<file path="src/rtl/key_expansion.sv">
// Expands a 32-bit seed into a 512-bit key, one word per clock (word 0 = seed).
// Define KEY_EXP_NLIN_EN to add the nonlinear half-word AND term to the recurrence.
module key_expansion #(
    parameter int SEED_W = 32,
    parameter int KEY_W  = 512,
    parameter int ROT    = 7
) (
    input  logic              clk,
    input  logic              rst_n,
    input  logic [SEED_W-1:0] seed,
    input  logic              seed_valid,
    output logic              seed_ready,
    output logic [KEY_W-1:0]  key,
    output logic              key_valid,
    input  logic              key_ready,
    output logic              busy
);

    localparam int NWORDS = KEY_W / SEED_W;
    localparam int HALF   = SEED_W / 2;

    localparam logic [1:0] S_IDLE   = 2'd0;
    localparam logic [1:0] S_EXPAND = 2'd1;
    localparam logic [1:0] S_DONE   = 2'd2;

    logic [1:0]        state_q, state_d;
    logic [3:0]        cnt_q, cnt_d;
    logic [SEED_W-1:0] prev_q, prev_d;
    logic [KEY_W-1:0]  key_q, key_d;
    logic              key_valid_q, key_valid_d;
    logic [SEED_W-1:0] rot_w, word_w;

    assign rot_w = {prev_q[SEED_W-1-ROT:0], prev_q[SEED_W-1:SEED_W-ROT]};

`ifdef KEY_EXP_NLIN_EN
    assign word_w = rot_w ^ SEED_W'(cnt_q)
                  ^ {{HALF{1'b0}}, prev_q[SEED_W-1:HALF] & prev_q[HALF-1:0]};
`else
    assign word_w = rot_w ^ SEED_W'(cnt_q);
`endif

    always_comb begin
        state_d     = state_q;
        cnt_d       = cnt_q;
        prev_d      = prev_q;
        key_d       = key_q;
        key_valid_d = key_valid_q;
        case (state_q)
            S_IDLE: begin
                if (seed_valid) begin
                    key_d   = KEY_W'(seed);
                    prev_d  = seed;
                    cnt_d   = 4'd1;
                    state_d = S_EXPAND;
                end
            end
            S_EXPAND: begin
                for (int i = 1; i < NWORDS; i++) begin
                    if (cnt_q == 4'(i)) key_d[i*SEED_W +: SEED_W] = word_w;
                end
                prev_d = word_w;
                cnt_d  = cnt_q + 4'd1;
                // Last word written: leave EXPAND before the 4-bit counter wraps.
                if (cnt_q == 4'(NWORDS - 1)) begin
                    cnt_d       = 4'd0;
                    key_valid_d = 1'b1;
                    state_d     = S_DONE;
                end
            end
            S_DONE: begin
                if (key_ready) begin
                    key_valid_d = 1'b0;
                    state_d     = S_IDLE;
                end
            end
            default: begin
                state_d     = S_IDLE;
                key_valid_d = 1'b0;
            end
        endcase
    end

    always_ff @(posedge clk or negedge rst_n) begin
        if (!rst_n) begin
            state_q     <= S_IDLE;
            cnt_q       <= 4'd0;
            prev_q      <= '0;
            key_q       <= '0;
            key_valid_q <= 1'b0;
        end else begin
            state_q     <= state_d;
            cnt_q       <= cnt_d;
            prev_q      <= prev_d;
            key_q       <= key_d;
            key_valid_q <= key_valid_d;
        end
    end

    assign seed_ready = (state_q == S_IDLE);
    assign busy       = (state_q != S_IDLE);
    assign key        = key_q;
    assign key_valid  = key_valid_q;

endmodule
</file>
<file path="config.mk">
export PLATFORM = sky130hd
export DESIGN_NAME = key_expansion
export DESIGN_NICKNAME = d
export VERILOG_FILES = /design/src/rtl/key_expansion.sv
export SDC_FILE = /design/constraint.sdc
export NUM_CORES = 1
export LEC_CHECK = 0
export CORE_AREA = 8 8 207 209
export DETAILED_ROUTE_END_ITERATION = 7
export DIE_AREA = 0 0 215 217
export DONT_BUFFER_PORTS = 1
export HOLD_SLACK_MARGIN = 0.05
export PLACE_DENSITY_LB_ADDON = 0.2
export SLEW_MARGIN = 10
export SYNTH_ARGS = -nofsm -noshare
export SYNTH_HDL_FRONTEND = slang
export SYNTH_SLANG_ARGS = --single-unit
</file>
<file path="constraint.sdc">
create_clock -name clk -period 2 [get_ports clk]
set_clock_uncertainty 0.05 [all_clocks]
set_input_delay 0.4 -clock clk [delete_from_list [all_inputs] [get_ports clk]]
set_output_delay 0.4 -clock clk [all_outputs]
set_load 0.03 [all_outputs]
</file>
==> results.cfg <==
[worst_setup_path]
rrSetupSlack_ps = 90
cp-start-kind = flop
cp_data_required_time_ps = 1550
r2r_cells = 7
crit_type = flop to primary output
rr_startpoint = state_q[1]$_DFFE_PN0P_
r2r_end = key[359]$_DFFE_PN0P_
end_kind = primary output
arrival_ps = 1510
path_max_fanout = 2

[sta]
period_share = 0.979
min_period_ps = 1960
finalSetupViolations = 0
slew_violations = 280
fin_tns_setup_ps = 0
timing.fmax_mhz = 511
slew_headroom = -0.446
fin_hold_ws_ps = -541
tightestPinTransition_ps = 2170
hold_viol = 551
rsz0062_at_grt = true

[placed_design]
hpwl_mm = 47.5
port_buffers = 0
placed_cell_area_um2 = 21300
place_congestion = 0.821
placed_cells = 1906

[detailed_routing]
antenna_left = 0
avgViaCountPerCell = 6.84
drc = 0
wire_per_inst_um = 35.2
drt_iter0_markers = 1501
dr_total_vias = 14000
drt_wl_total_mm = 72.0
drtPass1Iterations = 5

[clock_network]
clock-root-buffer = clkbuf_16
htreeDepth = 2
clockBufferDepth = 3
ctsHoldBuffers = 34
cts_tree = built
path_clk_slew_ps = 70
clock_latency_ps = 580
cts_made_buffers = 54
cts_sinks = 551

[logic_synthesis]
synth_edf_count = 0
synth_area_per_cell_um2 = 14.1
netlist_top_cells_area = dfrtp_1 67%, a22o_1 18%, buf_2 3.2%, o2bb2ai_1 2.6%, nand2_1 2.0%
synthTopCellsByCount = 551 x dfrtp_1, 421 x a22o_1, 130 x buf_2
synth_cell_types = 38
synth_ff_type = dfrtp_1
syn_area_um2 = 20600
netlist.area_leader.share = 0.670
synth-seq-cells = 551
postSynthCellCount = 1461
synth_nets = 1501
synthArstFlopShare = 1.00
synth_top_cell_by_area = dfrtp_1
synth.most_common_cell = dfrtp_1
ys_seq_area_frac = 0.670
yosysWarnings = 0

[floorplan]
die_w_um = 215
std_cell_rows = 73
die_y_um = 217
design.core.area_um2 = 39500
dieArea_um2 = 46700
initial_core_util = 0.522
io_pins = 551

[global_route]
grt_overflow = 0
grt_pass1_wl_mm = 104
grt_util_all_layers = 0.295
first_global_vias = 13900
grt_start_max_net_pins = 552
antenna_found_initial = 0

[worst_hold_path]
worstHoldPathType = input pin to asynchronous set/reset pin

[pwr]
pwr_density_cell_nw_per_um2 = 2120
peakVddDrop_mv = 1.13
leakage_uw = 0.0114

[layout]
drive_gt1_frac = 0.150
area_growth_pct = 14.9
antenna_cells = 0
nNetsFinal = 1521
final_cells = 2044
fin_area_um2 = 23700
fill_cells = 3035

[status]
violations = hold timing, slew limit
status = complete, but fails checks

[run]
max-cap-violations = 0
placed cells by master (no fill, tap or decap), drive strengths merged, types with 3 or more instances in the layout:
| master | n |
|---|---|
| dfrtp | 551 |
| xor2 | 4 |
| a221o | 28 |
| dlygate4sd3 | 34 |
| and4bb | 3 |
| a22o | 421 |
| ha | 4 |
| and4b | 8 |
| and2 | 28 |
| nand4 | 4 |
| buf | 108 |
| o21bai | 18 |
| nor2 | 3 |
| and4 | 4 |
| o2bb2ai | 60 |
| clkinv | 9 |
| clkbuf | 77 |
| inv | 6 |
| nand2 | 108 |
| nand3 | 9 |
| bufinv | 4 |
| o21ai | 5 |
| nand4b | 7 |
| nor2b | 3 |
stage by stage:
stage | setup slack, ps | utilization | total power, uW
after CTS | 0.608 | 0.597 | 50100
after global placement | 7.71 | 0.541 | 39400
after global routing | -0.708 | 0.599 | 51900
after floorplan | 108 | - | 33500
final | 41.1 | 0.599 | 50200
after detailed placement | -8.23 | 0.541 | 39700
how the worst max path moves through the flow:
stage,startpoint,endpoint,slack (ps)
floorplan,state_q[0]$_DFFE_PN0P_,seed_ready,110
global placement,cnt_q[0]$_DFFE_PN0P_,key[396]$_DFFE_PN0P_,8
detailed placement,cnt_q[1]$_DFFE_PN0P_,key[191]$_DFFE_PN0P_,-8
CTS,cnt_q[0]$_DFFE_PN0P_,key[402]$_DFFE_PN0P_,0.6
global route,state_q[1]$_DFFE_PN0P_,busy,-0.7
finish,state_q[1]$_DFFE_PN0P_,busy,40
where the power goes:
group / switching, uW / internal (uW) / leakage, uW
Clock: 4250 / 5960 / 0.000877
Combinational: 7560 / 5380 / 0.00313
Sequential: 11900 / 15200 / 0.00744
Total: 23700 / 26500 / 0.0114
worst max-delay path, cell delays in order, from the launching register on:
cell and delay [ps]:
dfrtp_1 410, buf_12 140, or2_4 250, buf_6 140
cell type report:
cell class	instances	area, um2	area share
sequential	551	13800	0.583
multi-input combinational	728	5900	0.250
clock buffer	77	1570	0.0663
timing repair buffer	143	1510	0.0639
tap	525	657	0.0278
clock inverter	17	205	0.00868
inverter	3	13.8	0.000582
timing repair:
action | in CTS | in global routing
endpoints found under the hold margin | 620 | 551
gates resized for setup | 7 | 15
gates cloned | 1 | 2
setup endpoints to repair | 2 | 146
pin swaps | 0 | 2
buffers inserted | 4 | 4
registers in the layout, indices dropped and copies added (netlist names):
signal	flops
state_q	2
key	512
cnt_q	4
key_valid	1
prev_q	32
cells by family (layout without fill, tap and decap cells):
| logic type | Yosys count | after routing | synth area share |
|---|---|---|---|
| AO/OA/AOI/OAI | 535 | 537 | 0.229 |
| XOR/XNOR | 4 | 4 | 0.00170 |
| adder cells (fa/ha/maj) | 4 | 4 | 0.00243 |
| buffers and inverters | 184 | 240 | 0.0510 |
| flip-flops | 551 | 551 | 0.670 |
| AND/OR/NAND/NOR | 183 | 183 | 0.0461 |
layer usage:
| metal | share of wire | track usage |
|---|---|---|
| met1 | 0.39 | 0.385 |
| met2 | 0.46 | 0.455 |
| met3 | 0.12 | 0.109 |
| met4 | 0.031 | 0.104 |
| met5 | 0 | 0 |
Power figures use the tool's default switching activity.
